`src/rtl/hazard_if.sv`:
```
// Hazard-unit bus: ID-stage decode fields and MEM-stage flags in, hazard and forwarding controls out.
// The decode/control path is the master; the hazard unit is the slave.
interface hazard_if #(
  parameter int REG_W = 5,
  parameter int CNT_W = 16
);
  logic             ID_Valid;
  logic [REG_W-1:0] ID_rs;
  logic [REG_W-1:0] ID_rt;
  logic             ID_UsesRs;
  logic             ID_UsesRt;
  logic [REG_W-1:0] ID_WriteReg;
  logic             ID_RegWre;
  logic             ID_MemRead;
  logic [1:0]       ID_BranchType;
  logic             MEM_Zero;
  logic             MEM_Sign;
  logic             Branch;
  logic             ControlSrc;
  logic             Stall;
  logic [1:0]       ForwardA;
  logic [1:0]       ForwardB;
  logic [CNT_W-1:0] StallCount;
  logic [CNT_W-1:0] FlushCount;

  modport master (
    output ID_Valid, ID_rs, ID_rt, ID_UsesRs, ID_UsesRt, ID_WriteReg,
           ID_RegWre, ID_MemRead, ID_BranchType, MEM_Zero, MEM_Sign,
    input  Branch, ControlSrc, Stall, ForwardA, ForwardB, StallCount, FlushCount
  );

  modport slave (
    input  ID_Valid, ID_rs, ID_rt, ID_UsesRs, ID_UsesRt, ID_WriteReg,
           ID_RegWre, ID_MemRead, ID_BranchType, MEM_Zero, MEM_Sign,
    output Branch, ControlSrc, Stall, ForwardA, ForwardB, StallCount, FlushCount
  );
endinterface

```
`src/rtl/hazard_unit.sv`:
```
// Pipeline hazard unit: branch resolution in MEM, load-use bubble/stall, EX operand forwarding,
// backed by a private EX/MEM/WB scoreboard that advances with the pipeline registers.
module hazard_unit #(
  parameter int REG_W = 5,
  parameter int CNT_W = 16
) (
  input  logic   CLK,
  input  logic   Reset,
  hazard_if.slave hz
);

  typedef struct packed {
    logic             v;
    logic [REG_W-1:0] rs;
    logic [REG_W-1:0] rt;
    logic             ur;
    logic             ut;
    logic [REG_W-1:0] dst;
    logic             we;
    logic             mr;
    logic [1:0]       bt;
  } slot_t;

  // Past EX only the producer/branch fields are ever looked at, so MEM and WB keep just those.
  typedef struct packed {
    logic             v;
    logic [REG_W-1:0] dst;
    logic             we;
    logic             mr;
    logic [1:0]       bt;
  } mem_t;

  slot_t            ex_q;
  slot_t            id_slot;
  mem_t             mem_q;
  logic             wb_v;
  logic             wb_we;
  logic [REG_W-1:0] wb_dst;
  logic [CNT_W-1:0] stall_cnt;
  logic [CNT_W-1:0] flush_cnt;
  logic             cond_met;
  logic             branch;
  logic             luse;
  logic             bubble;

  always_comb begin
    id_slot = '{v: hz.ID_Valid, rs: hz.ID_rs, rt: hz.ID_rt, ur: hz.ID_UsesRs,
                ut: hz.ID_UsesRt, dst: hz.ID_WriteReg, we: hz.ID_RegWre,
                mr: hz.ID_MemRead, bt: hz.ID_BranchType};
  end

  always_comb begin
    cond_met = 1'b0;
    case (mem_q.bt)
      2'b01:   cond_met = hz.MEM_Zero;
      2'b10:   cond_met = !hz.MEM_Zero;
      2'b11:   cond_met = hz.MEM_Sign;
      default: cond_met = 1'b0;
    endcase
    branch = mem_q.v & cond_met;
  end

  always_comb begin
    luse = ex_q.v & ex_q.mr & ex_q.we & (ex_q.dst != '0) & hz.ID_Valid &
           ((hz.ID_UsesRs & (hz.ID_rs == ex_q.dst)) |
            (hz.ID_UsesRt & (hz.ID_rt == ex_q.dst)));
    // A taken branch flushes the dependent instruction anyway, so it wins over the stall.
    bubble = luse & !branch;
  end

  // MEM outranks WB as the younger producer; a load in MEM cannot supply data yet.
  function automatic logic [1:0] fwd_sel(input logic rd, input logic [REG_W-1:0] src,
                                         input mem_t m, input logic w_v, input logic w_we,
                                         input logic [REG_W-1:0] w_dst);
    if (rd && m.v && m.we && !m.mr && (m.dst != '0) && (m.dst == src))
      return 2'b01;
    else if (rd && w_v && w_we && (w_dst != '0) && (w_dst == src))
      return 2'b10;
    return 2'b00;
  endfunction

  assign hz.Branch     = branch;
  assign hz.ControlSrc = bubble;
  assign hz.Stall      = bubble;
  assign hz.ForwardA   = fwd_sel(ex_q.v & ex_q.ur, ex_q.rs, mem_q, wb_v, wb_we, wb_dst);
  assign hz.ForwardB   = fwd_sel(ex_q.v & ex_q.ut, ex_q.rt, mem_q, wb_v, wb_we, wb_dst);
  assign hz.StallCount = stall_cnt;
  assign hz.FlushCount = flush_cnt;

  always_ff @(posedge CLK) begin
    if (Reset) begin
      ex_q      <= '0;
      mem_q     <= '0;
      wb_v      <= 1'b0;
      wb_we     <= 1'b0;
      wb_dst    <= '0;
      stall_cnt <= '0;
      flush_cnt <= '0;
    end else begin
      wb_v   <= mem_q.v;
      wb_we  <= mem_q.we;
      wb_dst <= mem_q.dst;
      if (branch) begin
        mem_q <= '0;
        ex_q  <= '0;
        if (flush_cnt != '1) flush_cnt <= flush_cnt + CNT_W'(1);
      end else begin
        mem_q <= '{v: ex_q.v, dst: ex_q.dst, we: ex_q.we, mr: ex_q.mr, bt: ex_q.bt};
        if (bubble) begin
          ex_q <= '0;
          if (stall_cnt != '1) stall_cnt <= stall_cnt + CNT_W'(1);
        end else begin
          ex_q <= id_slot;
        end
      end
    end
  end

endmodule
```
`src/flat_wrapper.sv`:
```
// flat-port wrapper written by rule: the top's interface ports become plain ports
module hazard_unit_flat 
#(
  parameter int REG_W = 5,
  parameter int CNT_W = 16
)
  (CLK, Reset, hz_ID_Valid, hz_ID_rs, hz_ID_rt, hz_ID_UsesRs, hz_ID_UsesRt, hz_ID_WriteReg, hz_ID_RegWre, hz_ID_MemRead, hz_ID_BranchType, hz_MEM_Zero, hz_MEM_Sign, hz_Branch, hz_ControlSrc, hz_Stall, hz_ForwardA, hz_ForwardB, hz_StallCount, hz_FlushCount);
  hazard_if #(.REG_W(REG_W), .CNT_W(CNT_W)) hz_i ();
  input  logic CLK;
  input  logic Reset;
  input wire logic [$bits(hz_i.ID_Valid)-1:0] hz_ID_Valid;
  input wire logic [$bits(hz_i.ID_rs)-1:0] hz_ID_rs;
  input wire logic [$bits(hz_i.ID_rt)-1:0] hz_ID_rt;
  input wire logic [$bits(hz_i.ID_UsesRs)-1:0] hz_ID_UsesRs;
  input wire logic [$bits(hz_i.ID_UsesRt)-1:0] hz_ID_UsesRt;
  input wire logic [$bits(hz_i.ID_WriteReg)-1:0] hz_ID_WriteReg;
  input wire logic [$bits(hz_i.ID_RegWre)-1:0] hz_ID_RegWre;
  input wire logic [$bits(hz_i.ID_MemRead)-1:0] hz_ID_MemRead;
  input wire logic [$bits(hz_i.ID_BranchType)-1:0] hz_ID_BranchType;
  input wire logic [$bits(hz_i.MEM_Zero)-1:0] hz_MEM_Zero;
  input wire logic [$bits(hz_i.MEM_Sign)-1:0] hz_MEM_Sign;
  output wire logic [$bits(hz_i.Branch)-1:0] hz_Branch;
  output wire logic [$bits(hz_i.ControlSrc)-1:0] hz_ControlSrc;
  output wire logic [$bits(hz_i.Stall)-1:0] hz_Stall;
  output wire logic [$bits(hz_i.ForwardA)-1:0] hz_ForwardA;
  output wire logic [$bits(hz_i.ForwardB)-1:0] hz_ForwardB;
  output wire logic [$bits(hz_i.StallCount)-1:0] hz_StallCount;
  output wire logic [$bits(hz_i.FlushCount)-1:0] hz_FlushCount;
  assign hz_i.ID_Valid = hz_ID_Valid;
  assign hz_i.ID_rs = hz_ID_rs;
  assign hz_i.ID_rt = hz_ID_rt;
  assign hz_i.ID_UsesRs = hz_ID_UsesRs;
  assign hz_i.ID_UsesRt = hz_ID_UsesRt;
  assign hz_i.ID_WriteReg = hz_ID_WriteReg;
  assign hz_i.ID_RegWre = hz_ID_RegWre;
  assign hz_i.ID_MemRead = hz_ID_MemRead;
  assign hz_i.ID_BranchType = hz_ID_BranchType;
  assign hz_i.MEM_Zero = hz_MEM_Zero;
  assign hz_i.MEM_Sign = hz_MEM_Sign;
  assign hz_Branch = hz_i.Branch;
  assign hz_ControlSrc = hz_i.ControlSrc;
  assign hz_Stall = hz_i.Stall;
  assign hz_ForwardA = hz_i.ForwardA;
  assign hz_ForwardB = hz_i.ForwardB;
  assign hz_StallCount = hz_i.StallCount;
  assign hz_FlushCount = hz_i.FlushCount;
  hazard_unit #(.REG_W(REG_W), .CNT_W(CNT_W)) u_core (.CLK(CLK), .Reset(Reset), .hz(hz_i));
endmodule
```
`config.mk`:
```
export PLATFORM = sky130hd
export DESIGN_NAME = hazard_unit_flat
export DESIGN_NICKNAME = d
export VERILOG_FILES = /design/src/rtl/hazard_if.sv /design/src/rtl/hazard_unit.sv /design/src/flat_wrapper.sv
export SDC_FILE = /design/constraint.sdc
export NUM_CORES = 1
export LEC_CHECK = 0
export ABC_AREA = 1
export CELL_PAD_IN_SITES_DETAIL_PLACEMENT = 0
export CELL_PAD_IN_SITES_GLOBAL_PLACEMENT = 2
export CORE_ASPECT_RATIO = 1.4
export CORE_MARGIN = 2
export CORE_UTILIZATION = 26
export DETAILED_ROUTE_END_ITERATION = 8
export GPL_ROUTABILITY_DRIVEN = 0
export PLACE_DENSITY_LB_ADDON = 0.1
export SYNTH_ARGS = -nofsm -noshare
export SYNTH_HDL_FRONTEND = slang
export SYNTH_SLANG_ARGS = --single-unit
```
`constraint.sdc`:
```
create_clock -name CLK -period 1.6 [get_ports CLK]
set_clock_uncertainty 0.15 [all_clocks]
set_input_delay 0.32 -clock CLK [delete_from_list [all_inputs] [get_ports CLK]]
set_output_delay 0.32 -clock CLK [all_outputs]
set_load 0.005 [all_outputs]
```
Word level (Yosys, flattened, before mapping):

Cells that the tools add are included.

* input port bits: 26
* output and inout bits: 39
* register bits after elaboration: 71

* bitwise logic cells: 13
* add/sub/neg operators: 2
* reductions and logical operators: 28
* multiplexer cells: 11
* eq/ne operators: 11

Operators with widths (number)
* $add 16x1->16 const B: 2
* $ne 16x16->1 const B: 2
* $eq 5x5->1: 6
* $logic_and 1x1->1: 18
* $reduce_bool 5->1: 3
* $mux 2: 6
* $and 1x1->1: 11
* $eq 2x2->1 const B: 2
* $mux 1: 4
* $logic_not 1->1: 3
* $pmux 1 s3: 1
* $reduce_and 3->1: 1
* $reduce_or 3->1: 1
* $eq 2x1->1 const B: 1
* $reduce_and 2->1: 1
* $reduce_or 2->1: 1
* $not 1->1: 1
* $or 1x1->1: 1

Logic depth before layout (Yosys ltp):

Gate-level depths: netlist of run 1.

* depth after elaboration: 8
* gate-level depth with buffers: 11
* depth with buffers taken out: 11

Least setup slack after synthesis of run 1:

Ideal clock, no wire load.

* kind: reg-to-reg
* start point: register u_core.flush_cnt[0] (netlist: u_core.hz.FlushCount[0])
* end point: register u_core.flush_cnt[9] (netlist: u_core.hz.FlushCount[9])
* period minus slack after synthesis: 1.640 ns
* path buffers: 1
* slack: -0.040 ns
* cell stages (with the launch flop): 12
* arrival time: 1.380 ns
* setup time: 0.110 ns
* cells stage by stage: dfxtp_1 > ha_1 > nand3_2 > nor2_2 > nand3_2 > nand2_4 > inv_2 > buf_6 > nand2_4 > o21ai_1 > inv_1 > nor2_1

* longest elaborated chain between the ends: 2
* elaborated cells between the ends (all ways): 3
* those cells by class: add/sub (1); eq/ne (1); reduce/logical (1)

Ends and longest elaborated chain
* start: declaration: line hazard_unit.sv:40 `logic [CNT_W-1:0] flush_cnt;`
* start signal: assignment: line hazard_unit.sv:106 `if (flush_cnt != '1) flush_cnt <= flush_cnt + CNT_W'(1);`
* parallel branches: the longest is 2 deep, another holds $add 16x1->16

Parallel ways; which one is timed is not known.
A chain may end at the register's enable or synchronous reset.

Worst setup path in the final report of run 1:

* start point: register u_core.mem_q[3] (netlist name)
* end point: output hz_ForwardA[1]

* longest elaborated chain between the ends: 6
* elaborated cells between the ends (all ways): 7
* those cells by class: mux (3); reduce/logical (4)

Ends and longest elaborated chain
* start: declaration: line hazard_unit.sv:35 `mem_t mem_q;`
* start signal: assignment: line hazard_unit.sv:108 `mem_q <= '{v: ex_q.v, dst: ex_q.dst, we: ex_q.we, mr: ex_q.mr, bt: ex_q.bt};`
* $logic_and 1x1->1 * (4 in series): line hazard_unit.sv:75 `if (rd && m.v && m.we && !m.mr && (m.dst != '0) && (m.dst == src))`
* $mux 2 or $mux 1 (tied branches): line hazard_unit.sv:75
* $mux 2 *: line hazard_unit.sv:79 `return 2'b00;`
* end: declaration: line flat_wrapper.sv:25 `output wire logic [$bits(hz_i.ForwardA)-1:0] hz_ForwardA;`

Every way passes the cells marked *; elsewhere a longest branch is shown, timed or not.

==> summary.txt, run 1 <==
NetSw = 1.079 mW
Area leader, netlist = dfxtp_1
Max_cap viols = 0
Largest net degree at the start of global routing = 13
Synth Net Count = 538
Final period util = 1.288
Final net count = 739
Static leakage = 3.180 nW
Ys async rst share = 0
Root buffer selected by CTS = clkbuf_16
Die height = 143.5 µm
CP Class = reg -> out
Horiz. Die Dim = 103.6 µm
Crit path time final = 2.061 ns
First-pass DRT Iterations = 4
Comb power frac = 0.108
Hold WS = 0.1013 ns
First-pass GRT wire length = 18,150 µm
GRT overflow = 0
Post-DRT Antenna Nets = 0
Number of synthesized flops with an enable pin = 0
PnR worst setup slack = -0.4605 ns
Pint = 3.756 mW
Slew Viols, Final = 0
#FFs+latches synth = 71
DRC errors left = 0
Fraction of layout cells with a size suffix above 1 = 0.5427
Seq. cell area = 1505 µm²
Yosys top cell area share = 0.3935
Post-Syn Area = 3612 µm²
Io pins = 65
Status = finished, violations left
Worst-path clk slew = 0.06 ns
Worst min-delay path class = in -> reg
Layout area overhead = 84.86%
Number of CTS-inserted buffers = 9
Clock power frac = 0.509
Fin. Hold Viols = 0
F_max = 485.3 MHz
CTS tree = done
Post-synthesis sequential area ratio = 0.3935
Largest buffer count on any clock path = 2
Final setup fails = 47
Area of the multi-input gates = 2464 µm²
Global routing usage on met3 = 0.03401
FF-to-FF Start = u_core.ex_q[5]
Starting Density = 0.2633
Initial antenna violation count = 0
CP Max Fanout = 2
Net Sw Frac = 0.2231
Worst Hold Launch = hz_ID_Valid
Top_reg_cell synth = dfxtp_1
RSZ-0062 raised after global routing = true
Vias/cell = 4.239
All-Layer GR Usage = 0.1562
H-tree lvl count = 3
Cells after synthesis = 510
Grt peak-use layer = met2
Count of input and output buffers = 64
Via count = 3,815
Met2 usage = 0.3005
WL final = 11,240 µm
DR iter-0 viols = 73
Hpwl dp = 7869 µm
Die area = 14,870 µm²
Slew @ Worst Pin = 0.3020 ns
Sequential Power Share = 0.383
Vias in the first global route = 3,787
Worst-Skew Late Latency = 0.33 ns
Arrival time worst endpoint = 1.59 ns
Syn avg cell area = 7.083 µm²
Core footprint = 13,720 µm²
Failing checks = negative setup slack
Max rail drop VDD = 0.0005139 V
Worst Setup End Kind = output pin
Worst EP required = 1.13 ns
Synth area leaders = dfxtp_1, nand2_1, nor2_1, inv_1, xor2_1
Slew margin rel. = 0.7983
Diodes inserted = 0
Startpoint Class = flop
Routed length per instance = 12.48 µm
Synth cell types = 38
Met1 Track Usage GR = 0.1615
Setup WS pre-CTS = -0.9379 ns
Worst Setup SP = u_core.mem_q[3]
Synth warn = 0
Rows = 51
Fillers = 1,401
Pwr dens = 724.0 nW/µm²
Sink Count = 71
==> power groups by stage <==
stage                     combinational, mW  sequential [mW]  clock, mW
after floorplan                       0.170             1.88          0
after global placement                0.379             1.89          0
after detailed placement              0.380             1.89          0
after CTS                             0.476             1.85       2.53
after global routing                  0.567             1.86       2.61
final                                 0.520             1.85       2.46
==> sequential cells by signal (all words and copies together) (netlist names) <==
register              cells
u_core.wb_dst             5
u_core.wb_v               1
u_core.hz.FlushCount     16
u_core.wb_we              1
u_core.ex_q              22
u_core.hz.StallCount     16
u_core.mem_q             10
==> worst paths after layout <==
check                    endpoint  slack (ns)  cells past startpoint
setup / recovery   hz_ForwardA[1]       -0.46                      7
hold / removal    u_core.ex_q[21]        0.10                      3
setup reg to reg  u_core.ex_q[16]       -0.23                     12
hold reg to reg   u_core.mem_q[1]        0.25                      2
==> area by class of cell <==
| class | count | area share |
|---|---|---|
| clock inverter | 6 | 0.02005 |
| clock buffer | 9 | 0.03373 |
| multi-input combinational | 344 | 0.3689 |
| inverter | 87 | 0.05115 |
| sequential | 71 | 0.2254 |
| tap | 185 | 0.03466 |
| timing repair buffer | 198 | 0.2661 |
==> synthesized netlist by cell type (all sizes together), types with 6 or more instances <==
cell type / instances
nor3: 16
xnor2: 6
dfxtp: 71
nand4: 12
inv: 87
o21ai: 21
buf: 6
nand2: 113
xor2: 15
a21oi: 14
nand3: 16
nor2: 113
==> critical path, stage by stage, from the launching register on <==
cell     delay, ns
dfxtp_2       0.32
inv_2         0.04
nor3_4        0.20
nand3_2       0.14
nor4_4        0.24
buf_4         0.16
nor2_2        0.04
buf_2         0.12
==> cell families after synthesis <==
kind of cell               Yosys count  share of synthesized area
and+or+nand+nor                    275                     0.3672
buffers and inverters               96                     0.1105
DFF                                 71                     0.3935
AOI/OAI and AO/OA                   45                    0.07101
xor gates and xnor gates            21                    0.05092
adders and majority gates            2                   0.006926
==> through the flow <==
| step | utilization | total power [mW] | TNS (ns) | cell area (µm²) | cells |
|---|---|---|---|---|---|
| after floorplan | - | 2.054 | -0.01613 | 3613 | 510 |
| after global placement | 0.3777 | 2.271 | -35.86 | 5181 | 847 |
| after detailed placement | 0.3777 | 2.273 | -36.67 | 5181 | 847 |
| after global routing | 0.4867 | 5.039 | -11.87 | 6678 | 900 |
| final | 0.4867 | 4.835 | -7.215 | 6678 | 900 |
| after CTS | 0.4538 | 4.855 | -7.737 | 6226 | 896 |
==> placed cells by master, fill, tap and decap left out, types with 4 or more instances in the layout <==
cell type	count
a21oi_1	10
a21oi_2	4
buf_12	5
buf_2	4
buf_4	105
buf_6	22
bufinv_16	4
clkbuf_16	9
clkdlybuf4s50_1	11
dfxtp_1	22
dfxtp_2	40
dfxtp_4	9
dlygate4sd2_1	44
inv_1	60
inv_2	24
nand2_1	76
nand2_2	29
nand2_4	7
nand3_2	8
nand3_4	6
nand4_1	9
nand4_4	4
nor2_1	58
nor2_2	28
nor2_4	26
nor3_2	8
nor3_4	6
o21ai_1	6
o21ai_2	12
xnor2_1	5
xor2_1	12
==> per-layer routing <==
| metal | part of all wire | wire (µm) | up-vias |
|---|---|---|---|
| met5 | 0 | 0 | - |
| met4 | 0.022 | 251 | 0 |
| met3 | 0.029 | 327 | 16 |
| met2 | 0.57 | 6356 | 54 |
| met1 | 0.38 | 4301 | 1777 |
| li1 | - | - | 1968 |
==> repair_timing <==
| action | 4_1_cts | 5_1_grt |
|---|---|---|
| pin swaps | 41 | 64 |
| gates resized for setup | 206 | 149 |
| hold buffers | 0 | 0 |
| gates cloned | 6 | 0 |
| setup buffers | 31 | 12 |
| setup endpoints to repair | 92 | 68 |
Note: power is estimated with default switching activity, not from simulation.
==> run 2: changes to the inputs <==
- SKIP_CTS_REPAIR_TIMING: not set -> 1
==> run 2 against run 1 <==
Compared with the run above:
- the run still ends with negative setup slack left
- non-clock buffer count down 18
- sequential power about the same
- clock-buffer cell count stayed put
- design area is 3.6% lower
- total power is 1.5% lower
- largest cell class unchanged
==> summary.txt, run 2 (same netlist as run 1, synthesis figures left out) <==
Routed length per instance = 12.36 µm (-0.97%)
PnR Total Power = 4.760 mW (-1.5%)
Slew margin rel. = 0.7927 (-0.005565)
Final setup fails = 48 (+2.1%)
All-Layer GR Usage = 0.1390 (-0.01725)
Max reg flops = 22 (unchanged)
Fin. Hold Viols = 0 (unchanged)
Vias in the first global route = 3,405 (-10%)
Final Instance Area = 6440 µm² (-3.6%)
CTS tree = done
Largest net degree at the start of global routing = 23 (+10)
GRT overflow = 0 (unchanged)
Starting Density = 0.2633 (unchanged)
Final period util = 1.290 (+0.002001)
Die area = 14,870 µm² (unchanged)
Fin util = 0.4694 (-0.01733)
Buf/Inv on CP = 2 (-1)
Io pins = 65 (unchanged)
Status = finished, violations left
First-pass GRT wire length = 16,190 µm (-11%)
Max_cap viols = 0 (unchanged)
CP max-delay cell = a2111oi_2
First-pass DRT Iterations = 4 (unchanged)
Rows = 51 (unchanged)
F_max = 484.6 MHz (-0.15%)
CP Max Fanout = 4 (+2)
Crit path time final = 2.064 ns (+0.003201 ns)
PnR worst setup slack = -0.4637 ns (-0.003201 ns)
Horiz. Die Dim = 103.6 µm (unchanged)
Fraction of layout cells with a size suffix above 1 = 0.4735 (-0.06920)
CP Class = reg -> out
Sink Count = 71 (unchanged)
Die height = 143.5 µm (unchanged)
Static leakage = 3.557 nW (+12%)
Largest buffer count on any clock path = 2 (unchanged)
Post-DP Area = 5181 µm² (unchanged)
DR iter-0 viols = 86 (+18%)
Diodes inserted = 0 (unchanged)
Layout area overhead = 78.28%
Slew @ Worst Pin = 0.3103 ns (+0.008332 ns)
Failing checks = negative setup slack
DRC errors left = 0 (unchanged)
DP Cell Count = 847 (unchanged)
Layout Cells excl Fill = 882 (-2.0%)
Most frequent cells in the layout = buf_4, nand2_1, nor2_1
Slew Viols, Final = 0 (unchanged)
Largest reg by FF count = u_core.ex_q
Startpoint Class = flop
Final net count = 721 (-2.4%)
Vias/cell = 4.226 (-0.31%)
Worst EP required = 1.13 ns (about the same)
RSZ-0062 raised after global routing = true
Initial antenna violation count = 0 (unchanged)
Number of CTS-inserted buffers = 9 (unchanged)
Root buffer selected by CTS = clkbuf_16
Cell family with most CP delay = simple AND/OR/NAND/NOR gates
Max rail drop VDD = 0.0005128 V (-0.21%)
Pwr dens = 739.2 nW/µm² (+2.1%)
Post-DRT Antenna Nets = 0 (unchanged)
Count of input and output buffers = 64 (unchanged)
Worst-path clk slew = 0.06 ns (about the same)
Via count = 3,727 (-2.3%)
Worst min-delay path class = in -> reg
Worst path most repeated cell = nor2_1
WL final = 10,910 µm (-2.9%)
Critical Path Max Stage Delay = 0.36 ns (+0.04 ns)
Worst-path cell chain = inv_1 > nor2_1 > a2111oi_2 > nand4_1 > nor2_1 > clkbuf_2
H-tree lvl count = 3 (unchanged)
Fillers = 1,379 (-1.6%)
Most common cell after layout, fill and taps aside = buf_4
Worst-Skew Late Latency = 0.33 ns (about the same)
Hpwl dp = 7869 µm (unchanged)
Worst Setup End Kind = output pin
Setup TNS = -5.025 ns (+2.190 ns)
Core footprint = 13,720 µm² (unchanged)
Arrival time worst endpoint = 1.59 ns (about the same)
run 2: changes by cell type in the layout (fill, tap and decap cells not counted), moves of 7 or more:
cell	previous run	this run
buf_4	105	94
dfxtp_1	22	31
dfxtp_2	40	28
dlygate4sd2_1	44	0
dlymetal6s2s_1	2	45
nand2_1	76	83
nand2_2	29	22
nor2_1	58	69
nor2_4	26	10
run 2: report_power, final:
group          internal [mW]  switching (mW)
Sequential              1.80          0.0402
Combinational          0.244           0.220
Clock                   1.67           0.781
Total                   3.72            1.04
run 2: layer usage:
metal  wire, µm  vias to the layer above  global-route usage
li1           -                     1938                   -
met5          0                        -                   0
met1       4306                     1716              0.1504
met2       6088                       59              0.2646
met4        207                        0             0.05405
met3        303                       14             0.02948
run 2: metrics by stage:
| step | setup slack, ns | hold slack, ns |
|---|---|---|
| floorplan | -0.01613 | 0.2391 |
| global placement | -0.9318 | 0.2471 |
| detailed placement | -0.9379 | 0.2512 |
| CTS | -1.027 | 0.2597 |
| global route | -0.5543 | 0.1730 |
| finish | -0.4637 | 0.1439 |
run 2: worst paths after layout:
path | start | end | slack (ns) | depth (start not counted)
setup / recovery | u_core.ex_q[19] | hz_ForwardA[1] | -0.46 | 6
hold / removal | hz_ID_rs[3] | u_core.ex_q[19] | 0.14 | 3
setup reg to reg | u_core.ex_q[7] | u_core.hz.StallCount[14] | -0.10 | 11
hold reg to reg | u_core.ex_q[1] | u_core.mem_q[1] | 0.25 | 2
run 2: area by class of cell:
type	count	area (µm²)	area share
multi-input combinational	344	2258	0.3507
clock inverter	6	133.9	0.02079
inverter	87	334.1	0.05187
tap	185	231.5	0.03594
sequential	71	1501	0.2331
timing repair buffer	180	1755	0.2726
clock buffer	9	225.2	0.03497
run 2: worst min-delay path: stages:
cell and delay, ns:
dlymetal6s2s_1 0.13, inv_1 0.09, nor2_2 0.04
